--- config.mk ---
export PLATFORM = sky130hd
export DESIGN_NAME = hilo_md_ctrl_flat
export DESIGN_NICKNAME = d
export VERILOG_FILES = /design/src/rtl/hilo_md_ctrl_if.sv /design/src/rtl/hilo_md_ctrl.sv /design/src/flat_wrapper.sv
export SDC_FILE = /design/constraint.sdc
export NUM_CORES = 1
export LEC_CHECK = 0
export ABC_AREA = 1
export BUFFER_PORTS_ARGS = -buffer_cell sky130_fd_sc_hd__buf_2
export CORE_AREA = 2 2 156 158
export DETAILED_ROUTE_END_ITERATION = 6
export DIE_AREA = 0 0 158 160
export PLACE_DENSITY = 0.67
export SLEW_MARGIN = 0
export SYNTH_ARGS = -nofsm -noshare
export SYNTH_HDL_FRONTEND = slang
export SYNTH_SLANG_ARGS = --single-unit
--- constraint.sdc ---
create_clock -name clk -period 2.2 [get_ports clk]
set_clock_uncertainty 0.15 [all_clocks]
set_input_delay 0 -clock clk [delete_from_list [all_inputs] [get_ports clk]]
set_output_delay 0 -clock clk [all_outputs]
set_load 0.05 [all_outputs]
--- src/rtl/hilo_md_ctrl_if.sv ---
// HI/LO sequencer bundle: EX-side request, multiplier/divider links, HI/LO.
// No latency of its own; pure wiring between the sequencer and its neighbours.
// Backpressure is carried by stallreq (sequencer -> EX) and div_ready (divider -> sequencer).
interface hilo_md_ctrl_if;
  // EX-side request
  logic        op_valid;
  logic [2:0]  op;
  logic [31:0] src_a;
  logic [31:0] src_b;
  logic        stall_ex;
  logic        flush;
  logic        stallreq;
  // multiplier link
  logic        mul_signed;
  logic [31:0] mul_ina;
  logic [31:0] mul_inb;
  logic [63:0] mul_result;
  // divider link
  logic        div_start;
  logic        div_signed;
  logic [31:0] div_opdata1;
  logic [31:0] div_opdata2;
  logic        div_annul;
  logic [63:0] div_result;
  logic        div_ready;
  // architectural state
  logic [31:0] hi;
  logic [31:0] lo;

  // Sequencer view
  modport slave (
    input  op_valid, op, src_a, src_b, stall_ex, flush,
    input  mul_result, div_result, div_ready,
    output stallreq, mul_signed, mul_ina, mul_inb,
    output div_start, div_signed, div_opdata1, div_opdata2, div_annul,
    output hi, lo
  );

  // Environment view (EX stage, multiplier, divider)
  modport master (
    output op_valid, op, src_a, src_b, stall_ex, flush,
    output mul_result, div_result, div_ready,
    input  stallreq, mul_signed, mul_ina, mul_inb,
    input  div_start, div_signed, div_opdata1, div_opdata2, div_annul,
    input  hi, lo
  );
endinterface

--- src/rtl/hilo_md_ctrl.sv ---
// Multiply/divide sequencer owning the HI/LO pair; issues MULT/DIV to external units, handles MTHI/MTLO.
// Latency: mult MUL_LAT+1 stall cycles, div until div_ready, div-by-zero 1 stall cycle, MTHI/MTLO none.
// Backpressure: stallreq holds EX while busy; DONE waits out stall_ex so a held instruction is not re-issued.
module hilo_md_ctrl #(
  parameter int unsigned MUL_LAT = 2
) (
  input  logic           clk,
  input  logic           resetn,
  hilo_md_ctrl_if.slave  bus
);

  typedef enum logic [1:0] {
    IDLE     = 2'd0,
    MUL_WAIT = 2'd1,
    DIV_RUN  = 2'd2,
    DONE     = 2'd3
  } state_t;

  localparam logic [2:0] OP_MULT  = 3'b001;
  localparam logic [2:0] OP_MULTU = 3'b010;
  localparam logic [2:0] OP_DIV   = 3'b011;
  localparam logic [2:0] OP_DIVU  = 3'b100;
  localparam logic [2:0] OP_MTHI  = 3'b101;
  localparam logic [2:0] OP_MTLO  = 3'b110;

  state_t      state_q;
  logic [31:0] hi_q;
  logic [31:0] lo_q;
  logic [31:0] opa_q;
  logic [31:0] opb_q;
  logic        sgn_q;
  logic [3:0]  cnt_q;

  logic is_md_op;
  logic issue_ok;

  // Multi-cycle ops are the ones that may need EX held
  assign is_md_op = (bus.op >= OP_MULT) && (bus.op <= OP_DIVU);
  // A squashed EX instruction must not start anything or touch HI/LO
  assign issue_ok = bus.op_valid & ~bus.flush;

  // Sequencer FSM, operand latches and HI/LO writes
  always_ff @(posedge clk or negedge resetn) begin
    if (!resetn) begin
      state_q <= IDLE;
      hi_q    <= '0;
      lo_q    <= '0;
      opa_q   <= '0;
      opb_q   <= '0;
      sgn_q   <= 1'b0;
      cnt_q   <= '0;
    end else begin
      case (state_q)
        IDLE: begin
          if (issue_ok) begin
            case (bus.op)
              OP_MULT, OP_MULTU: begin
                opa_q   <= bus.src_a;
                opb_q   <= bus.src_b;
                sgn_q   <= (bus.op == OP_MULT);
                cnt_q   <= 4'(MUL_LAT);
                state_q <= MUL_WAIT;
              end
              OP_DIV, OP_DIVU: begin
                // Zero divisor: skip the divider entirely, HI/LO keep their values
                if (bus.src_b != 32'd0) begin
                  opa_q   <= bus.src_a;
                  opb_q   <= bus.src_b;
                  sgn_q   <= (bus.op == OP_DIV);
                  state_q <= DIV_RUN;
                end else begin
                  state_q <= DONE;
                end
              end
              OP_MTHI: hi_q <= bus.src_a;
              OP_MTLO: lo_q <= bus.src_a;
              default: ;
            endcase
          end
        end
        MUL_WAIT: begin
          // Flush wins over a coincident product capture
          if (bus.flush) begin
            state_q <= IDLE;
          end else begin
            cnt_q <= cnt_q - 4'd1;
            if (cnt_q == 4'd1) begin
              hi_q    <= bus.mul_result[63:32];
              lo_q    <= bus.mul_result[31:0];
              state_q <= DONE;
            end
          end
        end
        DIV_RUN: begin
          // Flush wins over a coincident divider result
          if (bus.flush) begin
            state_q <= IDLE;
          end else if (bus.div_ready) begin
            hi_q    <= bus.div_result[63:32];
            lo_q    <= bus.div_result[31:0];
            state_q <= DONE;
          end
        end
        DONE: begin
          // The finished instruction is still in EX while stall_ex holds it
          if (bus.flush || !bus.stall_ex) begin
            state_q <= IDLE;
          end
        end
        default: state_q <= IDLE;
      endcase
    end
  end

  // EX stall request; forced low during reset so every output reads 0
  assign bus.stallreq = resetn & ~bus.flush &
                        (((state_q == IDLE) & bus.op_valid & is_md_op) |
                         (state_q == MUL_WAIT) | (state_q == DIV_RUN));

  // Divider control: start held until the result cycle, annul only on a flush while running
  assign bus.div_start = (state_q == DIV_RUN) & ~bus.div_ready & ~bus.flush;
  assign bus.div_annul = (state_q == DIV_RUN) & bus.flush;

  // Unit operands come from the latches only, never straight from EX
  assign bus.mul_signed  = sgn_q;
  assign bus.mul_ina     = opa_q;
  assign bus.mul_inb     = opb_q;
  assign bus.div_signed  = sgn_q;
  assign bus.div_opdata1 = opa_q;
  assign bus.div_opdata2 = opb_q;

  assign bus.hi = hi_q;
  assign bus.lo = lo_q;

endmodule

--- src/flat_wrapper.sv ---
// flat-port wrapper written by rule: the top's interface ports become plain ports
module hilo_md_ctrl_flat 
#(
  parameter int unsigned MUL_LAT = 2
)
  (clk, resetn, bus_op_valid, bus_op, bus_src_a, bus_src_b, bus_stall_ex, bus_flush, bus_mul_result, bus_div_result, bus_div_ready, bus_stallreq, bus_mul_signed, bus_mul_ina, bus_mul_inb, bus_div_start, bus_div_signed, bus_div_opdata1, bus_div_opdata2, bus_div_annul, bus_hi, bus_lo);
  hilo_md_ctrl_if bus_i ();
  input  logic clk;
  input  logic resetn;
  input wire logic [$bits(bus_i.op_valid)-1:0] bus_op_valid;
  input wire logic [$bits(bus_i.op)-1:0] bus_op;
  input wire logic [$bits(bus_i.src_a)-1:0] bus_src_a;
  input wire logic [$bits(bus_i.src_b)-1:0] bus_src_b;
  input wire logic [$bits(bus_i.stall_ex)-1:0] bus_stall_ex;
  input wire logic [$bits(bus_i.flush)-1:0] bus_flush;
  input wire logic [$bits(bus_i.mul_result)-1:0] bus_mul_result;
  input wire logic [$bits(bus_i.div_result)-1:0] bus_div_result;
  input wire logic [$bits(bus_i.div_ready)-1:0] bus_div_ready;
  output wire logic [$bits(bus_i.stallreq)-1:0] bus_stallreq;
  output wire logic [$bits(bus_i.mul_signed)-1:0] bus_mul_signed;
  output wire logic [$bits(bus_i.mul_ina)-1:0] bus_mul_ina;
  output wire logic [$bits(bus_i.mul_inb)-1:0] bus_mul_inb;
  output wire logic [$bits(bus_i.div_start)-1:0] bus_div_start;
  output wire logic [$bits(bus_i.div_signed)-1:0] bus_div_signed;
  output wire logic [$bits(bus_i.div_opdata1)-1:0] bus_div_opdata1;
  output wire logic [$bits(bus_i.div_opdata2)-1:0] bus_div_opdata2;
  output wire logic [$bits(bus_i.div_annul)-1:0] bus_div_annul;
  output wire logic [$bits(bus_i.hi)-1:0] bus_hi;
  output wire logic [$bits(bus_i.lo)-1:0] bus_lo;
  assign bus_i.op_valid = bus_op_valid;
  assign bus_i.op = bus_op;
  assign bus_i.src_a = bus_src_a;
  assign bus_i.src_b = bus_src_b;
  assign bus_i.stall_ex = bus_stall_ex;
  assign bus_i.flush = bus_flush;
  assign bus_i.mul_result = bus_mul_result;
  assign bus_i.div_result = bus_div_result;
  assign bus_i.div_ready = bus_div_ready;
  assign bus_stallreq = bus_i.stallreq;
  assign bus_mul_signed = bus_i.mul_signed;
  assign bus_mul_ina = bus_i.mul_ina;
  assign bus_mul_inb = bus_i.mul_inb;
  assign bus_div_start = bus_i.div_start;
  assign bus_div_signed = bus_i.div_signed;
  assign bus_div_opdata1 = bus_i.div_opdata1;
  assign bus_div_opdata2 = bus_i.div_opdata2;
  assign bus_div_annul = bus_i.div_annul;
  assign bus_hi = bus_i.hi;
  assign bus_lo = bus_i.lo;
  hilo_md_ctrl #(.MUL_LAT(MUL_LAT)) u_core (.clk(clk), .resetn(resetn), .bus(bus_i));
endmodule
==> results.yml <==
worst_hold_path:
  hold_class: "input port to flop"
power:
  power-per-cell-area_nw_per_um2: 1850
  peakVddDrop_mv: 1.00
  p_leak_nw: 6.34
global_routing:
  grt_pass1_vias: 8321
  grt.overflow.total: 0
  grt_pass1_wl_microns: 44700
  grt.total_usage: 0.228
  grt_max_degree: 136
  antenna_found_initial: 0
routing:
  post-route-drc-count: 0
  vias: 8350
  dr.pass1.iters: 5
  routedWlPerCell_microns: 17.1
  antenna_left: 0
  drt_iter0_drc: 754
  routed_via_density: 4.83
  drt-total-wl_microns: 29600
cells_and_area:
  drive_above_1_share: 0.372
  n_antenna_cell: 0
  syn2layout_area_growth_pct: 59.0
  stdcell_count: 1729
  fin_nets: 1600
  fill_cells: 2226
sta:
  fmax_ghz: 0.463
  hold_viol_final: 0
  drv_slew: 0
  finalSetupViolations: 0
  worstMarginPinSlew_ps: 799
  finalCriticalPeriod_ps: 2160
  fin_crit_sh: 0.982
  fin_ws_ps: 39.7
  maxSlewHeadroom: 0.467
  rsz0062_at_grt: "true"
synth:
  async_flop_share: 1.00
  seq_area_frac_synth: 0.449
  synth.area.top_cells: "dfrtp_1, nand2_1, o21ai_2, a22o_1, buf_4"
  synth.avg_cell_area_sq_um: 8.51
  yosys.area_share.simple: 0.200
  yosysTopAreaCell: "dfrtp_1"
  synth_compound_area_frac: 0.203
  ys_ff_latch: 135
  synth_edf_count: 0
  synthMuxAreaShare: 0
  synth_xor_area_frac: 0.00233
  syn-num-nets: 1092
  syn_area_sq_um: 7530
  synth_top_family_by_area: "compound AO/OA/AOI/OAI gates"
  synth_commonest_cells: "nand2_1, dfrtp_1, buf_4, nand3_1, a21oi_1"
  yosysWarnings: 0
  yosys.cell_count.top_type: "nand2_1"
  postSynthCellCount: 885
  synth_top_area_frac: 0.449
  yosysUniqueCellTypes: 26
  synth_ff_type: "dfrtp_1"
  synth_fa_ha_area_frac: 0.00997
placed_design:
  hpwl_microns: 18600
  gp_congestion: 0.867
  preCtsSetupSlack_ps: 196
  port_buffers: 397
  post-place-cells: 1498
setup_path:
  critPathMaxFanout: 26
  cp-start-kind: "flop"
  worstPathArrival_ps: 2010
  required_ps: 2050
  path_class: "flop to output pin"
  end_kind: "output pin"
floorplan:
  num_rows: 57
  die_h_microns: 160
  core_area_sq_um: 23800
  dieArea_sq_um: 25300
  die_w_microns: 158
  start_util: 0.316
  ios: 398
clock_tree:
  clk_latency_ps: 410
  clockBufferDepth: 2
  cts_setup_buffers: 0
  cts_inserted_buffers: 17
  cts_root_buf: "clkbuf_16"
  ctsHtreeMaxLevel: 4
  path_clk_slew_ps: 60
  clock-sinks: 135
  tritoncts: "done"
status:
  status: "finished, final reports clean"
job:
  cap_violations: 0
cell usage in the layout (no fill, tap or decap), types with 2 or more instances in the layout:
| master | synthesis | layout |
|---|---|---|
| xnor2_1 | 2 | 2 |
| a22o_1 | 64 | 64 |
| ha_2 | 0 | 2 |
| buf_4 | 71 | 5 |
| buf_12 | 0 | 9 |
| dlygate4sd3_1 | 0 | 200 |
| nand3_1 | 71 | 71 |
| a21oi_1 | 68 | 68 |
| inv_6 | 0 | 4 |
| o21ai_2 | 65 | 65 |
| nor3_4 | 1 | 2 |
| o31ai_1 | 4 | 4 |
| nand2_2 | 0 | 3 |
| nand3_4 | 2 | 2 |
| nand2_1 | 229 | 226 |
| clkinvlp_4 | 0 | 2 |
| o21ai_1 | 2 | 2 |
| clkbuf_16 | 0 | 17 |
| bufinv_16 | 0 | 3 |
| nor2_1 | 58 | 57 |
| buf_2 | 18 | 395 |
| inv_1 | 45 | 45 |
| inv_2 | 2 | 2 |
| clkinv_4 | 0 | 3 |
| dfrtp_1 | 135 | 135 |
| ha_1 | 6 | 3 |
| buf_6 | 12 | 5 |
where the power goes:
part / total [W] / leakage, nW / internal [W] / switching, W
logic: 0.0146 / 4.34 / 0.00372 / 0.0109
registers: 0.00452 / 1.71 / 0.00365 / 0.000869
clock network: 0.00299 / 0.288 / 0.00180 / 0.00119
total: 0.0222 / 6.34 / 0.00917 / 0.0130
metal layers:
layer  track usage  vias up  routed length, microns
li1              -     3889                       -
met1         0.268     3936                   11600
met2         0.383      433                   14600
met3        0.0551       92                    2230
met4         0.115        0                    1200
met5             0        -                       0
critical path: stages (launching register included):
cell and delay [ps]:
dfrtp_1 420, inv_1 130, ha_2 280, buf_6 270
nor2_1 80, a21oi_1 180, buf_4 230
registers in the layout, summed over array words and instances (netlist names):
register                count
u_core.bus.hi              32
u_core.bus.div_opdata1     32
u_core.bus.div_opdata2     32
u_core.bus.div_signed       1
u_core.bus.lo              32
u_core.state_q              2
u_core.cnt_q                4
path summary, 6_finish.rpt:
| path | from | endpoint | cells after the start | slack (ps) |
|---|---|---|---|---|
| worst max register to register | u_core.state_q[0] | u_core.state_q[0] | 9 | 50 |
| max in group asynchronous | resetn | u_core.bus.div_opdata1[1] | 3 | 1140 |
| min in group asynchronous | resetn | u_core.bus.div_opdata2[23] | 3 | 100 |
| worst max-delay path | u_core.state_q[1] | bus_stallreq | 6 | 40 |
| worst min-delay path | bus_op[2] | u_core.state_q[0] | 8 | 50 |
| worst min register to register | u_core.bus.lo[22] | u_core.bus.lo[22] | 2 | 330 |
layout make-up:
type                       count  area [sq um]  area share
clock buffer                  18           429      0.0358
clock inverter                13           171      0.0143
inverter                      47           176      0.0147
multi-input combinational    578          3160       0.264
sequential                   135          3380       0.282
tap                          324           405      0.0339
timing repair buffer         614          4250       0.355
kinds of logic after synthesis:
kind of cell / count (synthesis)
AOI/OAI and AO/OA: 206
buffers and inverters: 172
adders and majority gates: 6
DFF: 135
and+or+nand+nor: 364
xor gates and xnor gates: 2
what timing repair did:
item,4_1_cts,5_1_grt
resized for setup,3,4
setup endpoints to repair,1,38
endpoints found under the hold margin,266,0
hold buffers,200,0
through the flow:
stage / utilization / hold WS (ps) / area [sq um] / TNS (ps) / power [W]
final: 0.503 / 52.1 / 12000 / 0 / 0.0222
after global routing: 0.503 / 80.2 / 12000 / -114 / 0.0233
after CTS: 0.502 / 6.18 / 12000 / 0 / 0.0222
after detailed placement: 0.392 / 54.8 / 9350 / 0 / 0.0188
after global placement: 0.392 / 55.6 / 9350 / 0 / 0.0186
after floorplan: - / -446 / 7530 / 0 / 0.0161
Note: power is estimated with default switching activity, not from simulation.
